<file path="config.mk">
export PLATFORM = sky130hd
export DESIGN_NAME = neuron_config_loader
export DESIGN_NICKNAME = d
export VERILOG_FILES = /design/src/rtl/neuron_config_loader.sv
export SDC_FILE = /design/constraint.sdc
export NUM_CORES = 1
export LEC_CHECK = 0
export BUFFER_PORTS_ARGS = -buffer_cell sky130_fd_sc_hd__buf_2
export CELL_PAD_IN_SITES_DETAIL_PLACEMENT = 0
export CELL_PAD_IN_SITES_GLOBAL_PLACEMENT = 1
export CORE_MARGIN = 2
export CORE_UTILIZATION = 46
export CTS_CLUSTER_DIAMETER = 150
export DETAILED_ROUTE_END_ITERATION = 12
export PLACE_DENSITY_LB_ADDON = 0.1
export SETUP_SLACK_MARGIN = 0.3
export SYNTH_ARGS = -nofsm -noshare
export SYNTH_HDL_FRONTEND = slang
export SYNTH_SLANG_ARGS = --single-unit
export TNS_END_PERCENT = 50
</file>
<file path="constraint.sdc">
create_clock -name clk -period 2.9 [get_ports clk]
set_clock_uncertainty 0.1 [all_clocks]
set_input_delay 0.145 -clock clk [delete_from_list [all_inputs] [get_ports clk]]
set_output_delay 0.145 -clock clk [all_outputs]
set_load 0.1 [all_outputs]
</file>
<file path="src/rtl/neuron_config_loader.sv">
// Byte-serial configuration loader for the delayed-input LIF neuron: collects a frame into a
// shadow image, verifies an XOR checksum, then commits the whole image to the active registers at once.
module neuron_config_loader #(
  parameter int M     = 2,
  parameter int Nbits = 4
) (
  input  logic                 clk,
  input  logic                 rst_n,
  input  logic                 cfg_start,
  input  logic                 cfg_valid,
  input  logic [7:0]           cfg_data,
  output logic                 cfg_ready,
  input  logic                 run_en,
  output logic [M*Nbits-1:0]   weights,
  output logic [Nbits-1:0]     threshold,
  output logic [Nbits-1:0]     decay,
  output logic [Nbits-1:0]     refractory_period,
  output logic [M*3-1:0]       delay_values,
  output logic [M-1:0]         delays,
  output logic                 neuron_enable,
  output logic                 cfg_loaded,
  output logic                 busy,
  output logic                 cfg_done,
  output logic                 cfg_error
);

  localparam int TOTAL  = M*Nbits + 3*Nbits + M*3 + M;
  localparam int NBYTES = (TOTAL + 7) / 8;
  localparam int CW     = (NBYTES > 1) ? $clog2(NBYTES) : 1;

  localparam int W_OFF  = 0;
  localparam int TH_OFF = W_OFF + M*Nbits;
  localparam int DE_OFF = TH_OFF + Nbits;
  localparam int RF_OFF = DE_OFF + Nbits;
  localparam int DV_OFF = RF_OFF + Nbits;
  localparam int DL_OFF = DV_OFF + M*3;

  typedef enum logic [1:0] {
    IDLE,
    LOAD,
    CSUM
  } state_t;

  state_t             state_q, state_d;
  logic [CW-1:0]      cnt_q, cnt_d;
  logic [7:0]         xor_q, xor_d;
  logic [TOTAL-1:0]   shadow_q, shadow_d;
  logic [TOTAL-1:0]   active_q, active_d;
  logic               loaded_q, loaded_d;
  logic               done_q, done_d;
  logic               error_q, error_d;

  always_ff @(posedge clk or negedge rst_n) begin
    if (!rst_n) begin
      state_q  <= IDLE;
      cnt_q    <= '0;
      xor_q    <= '0;
      shadow_q <= '0;
      active_q <= '0;
      loaded_q <= 1'b0;
      done_q   <= 1'b0;
      error_q  <= 1'b0;
    end else begin
      state_q  <= state_d;
      cnt_q    <= cnt_d;
      xor_q    <= xor_d;
      shadow_q <= shadow_d;
      active_q <= active_d;
      loaded_q <= loaded_d;
      done_q   <= done_d;
      error_q  <= error_d;
    end
  end

  // cfg_start wins over any byte offered in the same cycle, in every state.
  always_comb begin
    state_d  = state_q;
    cnt_d    = cnt_q;
    xor_d    = xor_q;
    shadow_d = shadow_q;
    active_d = active_q;
    loaded_d = loaded_q;
    done_d   = 1'b0;
    error_d  = 1'b0;
    unique case (state_q)
      IDLE: begin
        if (cfg_start) begin
          state_d = LOAD;
          cnt_d   = '0;
          xor_d   = '0;
        end
      end
      LOAD: begin
        if (cfg_start) begin
          cnt_d = '0;
          xor_d = '0;
        end else if (cfg_valid) begin
          for (int i = 0; i < TOTAL; i++) begin
            if ((i / 8) == int'(cnt_q)) shadow_d[i] = cfg_data[i % 8];
          end
          xor_d = xor_q ^ cfg_data;
          if (cnt_q == CW'(NBYTES - 1)) begin
            state_d = CSUM;
            cnt_d   = '0;
          end else begin
            cnt_d = cnt_q + 1'b1;
          end
        end
      end
      CSUM: begin
        if (cfg_start) begin
          state_d = LOAD;
          cnt_d   = '0;
          xor_d   = '0;
        end else if (cfg_valid) begin
          state_d = IDLE;
          if (cfg_data == xor_q) begin
            active_d = shadow_q;
            loaded_d = 1'b1;
            done_d   = 1'b1;
          end else begin
            error_d = 1'b1;
          end
        end
      end
      default: state_d = IDLE;
    endcase
  end

  assign cfg_ready         = (state_q == LOAD) || (state_q == CSUM);
  assign busy              = (state_q != IDLE);
  assign cfg_loaded        = loaded_q;
  assign cfg_done          = done_q;
  assign cfg_error         = error_q;
  assign neuron_enable     = run_en & loaded_q;

  assign weights           = active_q[W_OFF  +: M*Nbits];
  assign threshold         = active_q[TH_OFF +: Nbits];
  assign decay             = active_q[DE_OFF +: Nbits];
  assign refractory_period = active_q[RF_OFF +: Nbits];
  assign delay_values      = active_q[DV_OFF +: M*3];
  assign delays            = active_q[DL_OFF +: M];

endmodule

</file>
# [After elaboration in Yosys (flattened, before gate mapping)]
# Index checks and enable logic that the tools add are counted.
[word_totals] ram_bits=0 input_bits=13 rom_bits=0 ff_bits=71 memories=0 wordCells=66 output_inout_bits=34 latch_bits=0
[classes] reduce_logical=13 shifts=0 multipliers=0 addsub=1 mux=24 div=0 bitwise_logic=3 n_lt_le_gt_ge=0 eq_ne=14
[ops] op="2-to-1 mux 8 bit" count=3
[ops] op="2-to-1 mux 2 bit" count=10
[ops] op="AND reduction 4 bit" count=5
[ops] op="case mux 8 bit (2 select lines)" count=1
[ops] op="== test 8 bit" count=1
[ops] op="2-to-1 mux 1 bit" count=8
[ops] op="inequality test 2 bit, second input constant" count=4
[ops] op="XOR 8 bit" count=1
[ops] op="inequality test 3 bit, second input constant" count=2
[ops] op="case mux 2 bit (3 select lines)" count=1
[ops] op="AND reduction 5 bit" count=1
[ops] op="== test 2 bit, first input constant" count=2
[ops] op="== test 2 bit, second input constant" count=2
[ops] op="logical NOT 2 bit" count=2
[ops] op="case mux 2 bit (2 select lines)" count=1
[ops] op="nonzero test 2 bit" count=2
[ops] op="AND reduction 3 bit" count=1
[ops] op="adder 2 x 1 -> 2 bit, second input constant" count=1
[ops] op="== test 1 x 2 -> 1 bit, first input constant" count=1
[ops] op="== test 2 x 1 -> 1 bit, second input constant" count=1
[ops] op="inequality test 2 x 1 -> 1 bit, second input constant" count=1
[ops] op="OR reduction 2 bit" count=1
[ops] op="AND 1 bit" count=1
[ops] op="logical OR 1 bit" count=1
[ops] op="inverter 1 bit" count=1

# [Longest topological paths before layout]
# Gate-level depths: netlist of run 1.
[depth] ltp_word=5 ltp_mapped=9

# [Worst setup path before layout of run 1]
# No wires, ideal clock.
[synth_timing] path_type="register to register" startpoint="reg state_q[0]" endpoint="reg active_q[10]" t_arrival_ns=2.022 slack_ns=0.652 period_less_slack_ns=2.248 t_required_ns=2.674 setup_time_ns=0.126 stages_incl_launch_ff=8 path_buffers=2 path_cell_list="dfrtp_1 -> inv_1 -> clkbuf_1 -> ha_1 -> nand2_2 -> nor4_4 -> buf_6 -> mux2_4"
[synth_between] elab_chain_len=2
[synth_lines] element="from (decl)" line_no="44" source="state_t state_q, state_d;"
[synth_lines] element="from (signal assigned)" line_no="64" source="state_q <= state_d;"
[synth_lines] element="== test 2 bit" line_no="85" source="unique case (state_q)"
[synth_lines] element="AND reduction 4 bit (no line)"
[synth_lines] element="to (signal assigned)" line_no="68" source="active_q <= active_d;"
[synth_lines] element="to (decl)" line_no="48" source="logic [TOTAL-1:0] active_q, active_d;"
# Every way passes these cells.
# A chain may end at the register's enable or synchronous reset.

# [Worst setup path after layout of run 1]
[layout_timing] startpoint="reg state_q[0]" endpoint="reg active_q[1]"
# Same word-level chain as after synthesis.

==> results of run 1 <==
[power by group]
| part | internal (uW) | switching [uW] | leakage [uW] | total [uW] |
|---|---|---|---|---|
| clock network | 307 | 372 | 0.0000825 | 680 |
| logic | 253 | 371 | 0.000830 | 625 |
| registers | 1170 | 107 | 0.000961 | 1280 |
[through the flow]
stage	hold slack [ns]	utilization, %	power, uW	instances	setup WS [ns]
finish	-0.0008058	54.36	2583	364	0.4935
global route	0.01303	54.36	2720	364	0.3397
CTS	0.0009619	54.13	2602	362	0.4660
detailed placement	0.1782	51.42	1919	345	0.4862
global placement	0.1901	51.42	1903	345	0.5140
floorplan	-0.2506	-	1784	226	0.6521
[final cells by class]
cell class | count | share of cell area, %
clock buffers | 10 | 3.494
multi-input cells | 137 | 34.77
well taps | 80 | 2.741
clock inverters | 5 | 0.9592
flip-flops and latches | 71 | 48.65
repair buffers | 53 | 8.565
inverters | 8 | 0.8222
[worst register-to-register path: cells and delay by family (launching register included)]
family	cells	cell delay, ns
flip-flops	1	0.41
AND/OR/NAND/NOR	2	0.53
adder cells (fa/ha/maj)	1	0.29
buffers and inverters	2	0.59
multiplexers	1	0.36
[cells by family (layout without fill, tap and decap cells)]
group,count (synthesis),in the layout,synth area share [%]
adders and majority gates,8,8,3.181
buffers and inverters,18,76,3.181
DFF,71,71,56.46
muxes,58,58,23.14
and+or+nand+nor,40,40,7.317
xor gates and xnor gates,8,8,2.227
AOI/OAI and AO/OA,23,23,4.493
[cells in the final DEF, fill, tap and decap left out, drive strengths merged]
cell          n
nor4          9
a21oi         2
dfrtp        71
ha            8
or4           1
nand3         6
o21ba         1
o2bb2ai       1
or2           1
and2          1
inv           9
mux2         58
clkinv        3
nor2b         1
nor2          2
xnor2         8
buf          51
nor3          3
and2b         1
o21ai        12
clkinvlp      1
nand4         1
nand2        14
dlygate4sd3   2
o31ai         7
clkbuf       10
[how the worst min path moves through the flow]
stage / startpoint / end / slack (ns) / cells past startpoint
2_1_floorplan: rst_n / active_q[0] / -0.25 / 0
3_3_place_gp: rst_n / active_q[15] / 0.19 / 1
3_5_place_dp: rst_n / active_q[15] / 0.18 / 1
4_1_cts: cfg_data[5] / xor_q[5] / 0.001 / 3
5_1_grt: cfg_data[5] / xor_q[5] / 0.01 / 3
6_report: cfg_data[5] / xor_q[5] / -0.0008 / 3
[sequential cells by signal, indices dropped and copies added (netlist names)]
| name | flops |
|---|---|
| cnt_q | 2 |
| active_q | 28 |
| cfg_loaded | 1 |
| state_q | 2 |
| xor_q | 8 |
| cfg_error | 1 |
| cfg_done | 1 |
| shadow_q | 28 |
[per-layer routing]
| metal | track usage [%] | wire [um] |
|---|---|---|
| met3 | 3.143 | 213 |
| met1 | 24.05 | 2931 |
| met5 | 0 | 0 |
| met2 | 26.29 | 2738 |
| met4 | 5.966 | 46 |
[what timing repair did]
| action | in CTS | in global routing |
|---|---|---|
| setup endpoints to repair | 0 | 2 |
| hold endpoints to repair | 34 | 0 |
| setup buffers | 0 | 2 |
| hold buffers | 2 | 0 |
==> results.py, run 1 <==
metrics = {
    "floorplan": {
        "core.rowCount": 30,
        "io-pin-count": 47,
        "die_w_um": 86.71,
        "dieHeight_um": 86.71,
        "core_area_mm2": 0.006719,
        "start_util_pct": 46.83,
        "die_area_mm2": 0.007519,
    },
    "synth": {
        "synth_area_leaders": "dfrtp_1 56%, mux2_2 11%, mux2_4 9.5%",
        "syn_area_per_cell_um2": 13.92,
        "syn_area_mm2": 0.003147,
        "async_flop_share_pct": 100.0,
        "yosys.cell_count.top_type": "dfrtp_1",
        "synth_common_cells": "71 x dfrtp_1, 30 x mux2_2, 20 x mux2_4",
        "seq_area_frac_synth_pct": 56.46,
        "synth_enable_flop_cells": 0,
        "yosys.area.top_type": "dfrtp_1",
        "ys_warn_count": 0,
        "synth_cell_type_count": 31,
        "yosysTopAreaCellShare_pct": 56.46,
        "mappedNetlistNets": 247,
        "ys.flop_type": "dfrtp_1",
        "synthCells": 226,
        "ys_ff_latch": 71,
    },
    "routing": {
        "drc": 0,
        "drtIter0Drc": 56,
        "first_pass_iters": 4,
        "routed_wl_mm": 5.929,
        "routedWlPerCell_um": 16.29,
        "ant_nets": 0,
        "routed_via_density": 5.201,
        "vias": 1893,
    },
    "sta": {
        "tightest_slew_ns": 0.7960,
        "finalCritPeriodShare_pct": 82.98,
        "hold_viol_final": 1,
        "tns_ns": 0,
        "holdWs_ns": -0.0008058,
        "rsz0062_at_grt": "no",
        "fmaxAchievable_mhz": 415.5,
        "fin_crit_ns": 2.407,
        "maxSlewHeadroom_pct": 46.93,
        "finalSetupViolCount": 0,
        "drv_slew": 0,
    },
    "hold_path": {
        "hold_path.class": "in -> reg",
    },
    "critical_path": {
        "worstSetupPathType": "reg -> reg",
        "crit_cells": 6,
        "critPathRequiredTime_ns": 3.02,
        "timing.critical_path.arrival_ns": 2.53,
        "r2r_end": "active_q[1]",
        "startpoint_type": "flip-flop",
        "reg2reg_slack_ns": 0.49,
        "crit_path_end": "active_q[1]",
        "cp_num_buf_inv": 2,
        "end_kind": "flip-flop",
        "cp-startpoint": "state_q[0]",
        "crit_chain": "inv_1 > ha_1 > nand2_2 > nor4_4 > buf_12 > mux2_1",
        "r2r_cells": 6,
        "reg2reg_from": "state_q[0]",
        "cpMaxStageDelayCell": "nor4_4",
        "cp_top_family": "buffers and inverters",
        "cpPeakStageDelay_ns": 0.43,
        "crit_path_max_fanout": 28,
    },
    "place": {
        "place.gp.congestion": 0.7562,
        "io_buffers": 46,
        "post-dp-hpwl_mm": 3.929,
        "placed_cell_area_mm2": 0.003455,
    },
    "power": {
        "p_per_area_mw_per_mm2": 707.2,
        "leakage_uw": 0.001873,
        "irDropWorstVdd_uv": 438.6,
    },
    "cts": {
        "cts_tree": "built",
        "clk_pin_slew_worst_paths_ns": 0.08,
        "cts_max_level": 3,
        "clock_sinks": 71,
        "numCtsBuffers": 9,
        "cts_resized": 0,
        "clock_latency_ns": 0.34,
        "clockBufferDepth": 2,
        "cts_root_buf": "clkbuf_8",
    },
    "global_route": {
        "grt_max_degree": 39,
        "grt_antenna_before_repair": 0,
        "grt_pass1_vias": 1836,
        "grt_usage_pct": 16.98,
        "overflow": 0,
        "grt_pass1_wl_mm": 9.701,
    },
    "final_layout": {
        "fillCellCount": 606,
        "n_antenna_cell": 0,
        "area_growth_pct": 16.06,
        "drive_gt1_share_pct": 42.25,
        "multi_input_area_mm2": 0.001270,
        "fin_nets": 301,
        "seqCellArea_mm2": 0.001777,
        "stdcell_area_mm2": 0.003652,
    },
    "run": {
        "cap_viol_max_count": 0,
    },
    "run_status": {
        "status": "finished with violations",
        "violations": "negative hold slack",
    },
}
Power figures use the tool's default switching activity.
==> inputs of run 2 (changes only) <==
- CORE_UTILIZATION: 46 -> 42
- clock period: 2.9 -> 2.16 ns (I/O delays scaled with it)
==> run 2 against run 1 <==
Compared with the run above: the run now ends clean; cell count up 12%; cell area rose by 12%; critical endpoint is now xor_q[0]; fmax is 21% higher; critical path depth is 1 higher.
==> results.py, run 2 (synthesis gave the netlist of run 1 again) <==
metrics = {
    "final_layout": {
        "fillCellCount": 641,
        "final_common_cell": "dfrtp_1",
        "n_antenna_cell": 0,
        "fin_cells": 408,
        "area_growth_pct": 29.86,
        "drive_gt1_share_pct": 54.37,
        "layout_common_cells": "71 x dfrtp_1, 46 x buf_2, 30 x mux2_2",
        "fin_nets": 325,
        "top_regs": "active_q x28, shadow_q x28, xor_q x8",
    },
    "run": {
        "cap_viol_max_count": 0,
    },
    "sta": {
        "fin_crit_ns": 1.985,
        "tightest_slew_ns": 0.4975,
        "fmaxAchievable_mhz": 503.8,
        "maxSlewHeadroom_pct": 66.74,
        "hold_viol_final": 0,
        "finalSetupViolCount": 0,
        "drv_slew": 0,
        "finalCritPeriodShare_pct": 91.89,
        "tns_ns": 0,
        "fin_ws_ns": 0.1751,
        "holdWs_ns": 0.02501,
        "rsz0062_at_grt": "yes",
    },
    "power": {
        "clkPwrFrac_pct": 27.8,
        "pwr-share-comb_pct": 27.0,
        "total_power_uw": 3818,
        "p_per_area_mw_per_mm2": 934.4,
        "p_switching_uw": 1219,
        "p_seq_share_pct": 45.2,
        "p_sw_share_pct": 31.91,
        "irDropWorstVdd_uv": 953.9,
        "leakage_uw": 0.002022,
        "intPower_uw": 2600,
    },
    "global_route": {
        "grt_pass1_vias": 1962,
        "grt_pass1_wl_mm": 10.78,
        "grt_antenna_before_repair": 0,
        "overflow": 0,
        "grt_usage_pct": 17.25,
        "grt_max_degree": 72,
    },
    "run_status": {
        "status": "finished clean",
    },
    "floorplan": {
        "dieHeight_um": 90.56,
        "io-pin-count": 47,
        "die_area_mm2": 0.008201,
        "core_area_mm2": 0.007253,
        "core.rowCount": 31,
        "start_util_pct": 43.38,
        "die_w_um": 90.56,
    },
    "hold_path": {
        "hold_path.class": "in -> reg",
        "hold_path.startpoint": "cfg_data[7]",
        "whs_path_depth": 2,
        "hold-path-endpoint": "shadow_q[15]",
    },
    "critical_path": {
        "r2r_end": "xor_q[0]",
        "cp-startpoint": "state_q[1]",
        "crit_path_max_fanout": 8,
        "worstSetupPathType": "reg -> reg",
        "r2r_cells": 7,
        "reg2reg_from": "state_q[1]",
        "reg2reg_slack_ns": 0.18,
        "critPathRequiredTime_ns": 2.33,
        "timing.critical_path.arrival_ns": 2.16,
        "startpoint_type": "flip-flop",
        "end_kind": "flip-flop",
    },
    "place": {
        "io_buffers": 46,
        "dp_cells": 374,
        "place.gp.congestion": 0.7611,
        "post-dp-hpwl_mm": 4.177,
        "place_ws_ns": 0.03959,
    },
    "routing": {
        "drtIter0Drc": 96,
        "first_pass_iters": 4,
        "routed_via_density": 4.929,
        "vias": 2011,
        "ant_nets": 0,
        "drc": 0,
        "routedWlPerCell_um": 16.34,
        "routed_wl_mm": 6.666,
    },
    "cts": {
        "clk_pin_slew_worst_paths_ns": 0.08,
        "cts_max_level": 3,
        "cts_root_buf": "clkbuf_8",
        "clock_sinks": 71,
        "numCtsBuffers": 9,
        "clockBufferDepth": 2,
        "clock_latency_ns": 0.34,
        "cts_tree": "built",
    },
}
## run 2: power by group through the flow
stage | clock, uW | sequential, uW | combinational, uW
floorplan | 0 | 1700 | 756
CTS | 1090 | 1720 | 979
global placement | 0 | 1740 | 882
detailed placement | 0 | 1750 | 902
global route | 1150 | 1770 | 1120
finish | 1060 | 1730 | 1030
## run 2: timing repair
item / CTS / global route
hold endpoints to repair: 75 / 0
buffers inserted: 8 / 3
endpoints found under the setup margin: 62 / 62
pin swaps: 3 / 10
gates resized for setup: 14 / 25
cloned: 1 / 1
hold buffers: 5 / 0
## run 2: metrics by stage
| stage | utilization, % | cell area (um2) |
|---|---|---|
| 3_5_place_dp | 49.22 | 3570 |
| 3_3_place_gp | 49.22 | 3570 |
| 5_1_grt | 56.34 | 4086 |
| 2_1_floorplan | - | 3189 |
| 6_report | 56.34 | 4086 |
| 4_1_cts | 54.23 | 3934 |
## run 2: worst max path at each step
stage                     cells past startpoint     endpoint  slack, ns
final                                         7     xor_q[0]       0.18
after global routing                          7     xor_q[6]       0.09
after CTS                                     7     xor_q[3]       0.20
after detailed placement                      6     xor_q[0]       0.04
after global placement                        5  active_q[3]       0.03
after floorplan                               8     xor_q[0]       0.11
## run 2: cell type report
type	instances	area, um2	share of cell area [%]
sequential	71	1777	43.48
timing repair buffer	77	553.0	13.53
multi-input combinational	137	1405	34.38
inverter	8	30.03	0.7348
clock buffer	11	141.4	3.460
tap	99	123.9	3.031
clock inverter	5	56.30	1.378
## run 2: worst max-delay path: stages (launching register included)
cell and delay, ns:
dfrtp_1 0.39, buf_6 0.14, ha_4 0.16, or4_4 0.58, nor3_4 0.23, buf_6 0.15
nand2_2 0.05, o21ai_2 0.12
## run 2: metal layers
metal	vias to the layer above	global-route usage, %	wire, um
met2	50	25.93	3034
met4	0	8.077	87
met1	998	24.15	3267
li1	955	-	-
met5	-	0	0
met3	8	3.339	278
==> inputs of run 3 (changes only) <==
- CTS_BUF_LIST: default -> sky130_fd_sc_hd__clkbuf_16
==> run 3 against run 2 <==
Compared with the run above: via count is 1.6% higher; global-route usage grew 0.10 points; sequential share of layout area down 0.21 points; cell count fell by 0.49%; worst hold slack improved by 0.015 ns; clock-buffer cell count is 2 lower; power up 8.4%; non-clock buffer count fell by 2; clock power grew 35%; die area did not move; critical path type unchanged; highest routed layer unchanged.
==> results.py, run 3 (synthesis gave the netlist of run 1 again) <==
metrics = {
    "cts": {
        "clockBufferDepth": 2,
        "clk_pin_slew_worst_paths_ns": 0.06,
        "cts_root_buf": "clkbuf_16",
        "clock_sinks": 71,
        "numCtsBuffers": 9,
        "cts_max_level": 3,
        "cts_tree": "built",
        "clock_latency_ns": 0.33,
    },
    "hold_path": {
        "hold-path-endpoint": "shadow_q[15]",
        "hold_path.startpoint": "cfg_data[7]",
        "whs_path_depth": 2,
        "hold_path.class": "in -> reg",
    },
    "power": {
        "irDropWorstVdd_uv": 908.6,
        "intPower_uw": 2896,
        "total_power_uw": 4139,
        "leakage_uw": 0.002055,
        "p_sw_share_pct": 30.05,
        "clkPwrFrac_pct": 34.6,
        "p_switching_uw": 1244,
        "p_per_area_mw_per_mm2": 1008,
        "p_seq_share_pct": 41.8,
        "pwr-share-comb_pct": 23.7,
    },
    "final_layout": {
        "multi_input_area_mm2": 0.001355,
        "drive_gt1_share_pct": 51.14,
        "fillCellCount": 634,
        "fin_cells": 406,
        "top_regs": "active_q x28, shadow_q x28, xor_q x8",
        "fin_nets": 323,
        "n_antenna_cell": 0,
        "seqCellArea_mm2": 0.001777,
        "area_growth_pct": 30.50,
        "final_common_cell": "dfrtp_1",
        "layout_common_cells": "71 x dfrtp_1, 46 x buf_2, 30 x mux2_2",
    },
    "critical_path": {
        "cpPeakStageDelay_ns": 0.41,
        "startpoint_type": "flip-flop",
        "cp_top_family": "simple AND/OR/NAND/NOR gates",
        "r2r_end": "active_q[17]",
        "critPathRequiredTime_ns": 2.27,
        "worstSetupPathType": "reg -> reg",
        "end_kind": "flip-flop",
        "timing.critical_path.arrival_ns": 2.09,
        "crit_path_max_fanout": 5,
        "reg2reg_slack_ns": 0.18,
        "cpMaxStageDelayCell": "dfrtp_1",
        "cp_num_buf_inv": 2,
        "crit_chain": "xnor2_1 > nand4_1 > nor4_4 > buf_4 > clkbuf_16 > mux2_4",
        "r2r_cells": 6,
        "reg2reg_from": "xor_q[3]",
    },
    "floorplan": {
        "core_area_mm2": 0.007253,
        "start_util_pct": 43.38,
        "die_area_mm2": 0.008201,
        "dieHeight_um": 90.56,
        "io-pin-count": 47,
        "die_w_um": 90.56,
        "core.rowCount": 31,
    },
    "routing": {
        "vias": 2043,
        "routedWlPerCell_um": 16.34,
        "routed_wl_mm": 6.633,
        "ant_nets": 0,
        "routed_via_density": 5.032,
        "drc": 0,
        "drtIter0Drc": 104,
        "first_pass_iters": 4,
    },
    "run_status": {
        "status": "finished clean",
    },
    "global_route": {
        "grt_antenna_before_repair": 0,
        "grt_usage_pct": 17.36,
        "grt_pass1_vias": 2014,
        "grt_pass1_wl_mm": 10.85,
        "grt_max_degree": 72,
        "overflow": 0,
    },
    "sta": {
        "fin_crit_ns": 1.982,
        "drv_slew": 0,
        "tightest_slew_ns": 0.5027,
        "holdWs_ns": 0.03963,
        "finalCritPeriodShare_pct": 91.74,
        "rsz0062_at_grt": "yes",
        "fmaxAchievable_mhz": 504.6,
        "tns_ns": 0,
        "finalSetupViolCount": 0,
        "hold_viol_final": 0,
        "maxSlewHeadroom_pct": 66.39,
        "fin_ws_ns": 0.1783,
    },
    "run": {
        "cap_viol_max_count": 0,
    },
    "place": {
        "post-dp-hpwl_mm": 4.177,
        "place.gp.congestion": 0.7611,
        "place_ws_ns": 0.03959,
        "io_buffers": 46,
        "dp_cells": 374,
    },
}
[run 3: repair_timing]
item / 4_1_cts / 5_1_grt
hold endpoints to repair: 74 / 0
hold buffers: 4 / 0
pin swaps: 3 / 5
endpoints found under the setup margin: 62 / 62
gates cloned: 1 / 1
setup buffers: 8 / 2
resized for setup: 14 / 12
[run 3: stage by stage]
stage / cell area [um2] / utilization, %
4_1_cts: 4015 / 55.36
3_5_place_dp: 3570 / 49.22
5_1_grt: 4106 / 56.62
3_3_place_gp: 3570 / 49.22
6_report: 4106 / 56.62
2_1_floorplan: 3189 / -
[run 3: per-layer routing]
metal / vias up / GRT usage (%) / wire (um) / share of wire, %
met5: - / 0 / 0 / 0
met4: 0 / 7.564 / 117 / 1.8
met3: 8 / 4.591 / 301 / 4.5
met2: 55 / 25.50 / 2963 / 45
met1: 1021 / 24.25 / 3251 / 49
li1: 959 / - / - / -
[run 3: how the worst max path moves through the flow]
stage / startpoint / end / slack, ns / cells past startpoint
detailed placement: state_q[0] / xor_q[0] / 0.04 / 6
finish: xor_q[3] / active_q[17] / 0.18 / 6
global placement: xor_q[2] / active_q[3] / 0.03 / 5
floorplan: state_q[0] / xor_q[0] / 0.11 / 8
CTS: state_q[1] / xor_q[3] / 0.20 / 7
global route: xor_q[6] / active_q[17] / 0.09 / 6
[run 3: area by class of cell]
cell class	count	area share (%)
clock buffers	9	5.484
clock inverters	7	1.554
multi-input cells	137	33.00
repair buffers	75	12.95
inverters	8	0.7313
well taps	99	3.016
flip-flops and latches	71	43.27
[run 3: power groups by stage]
| stage | sequential (uW) | clock (uW) | combinational [uW] |
|---|---|---|---|
| CTS | 1720 | 1460 | 977 |
| global route | 1770 | 1520 | 1080 |
| global placement | 1740 | 0 | 882 |
| detailed placement | 1750 | 0 | 902 |
| floorplan | 1700 | 0 | 756 |
| finish | 1730 | 1430 | 980 |
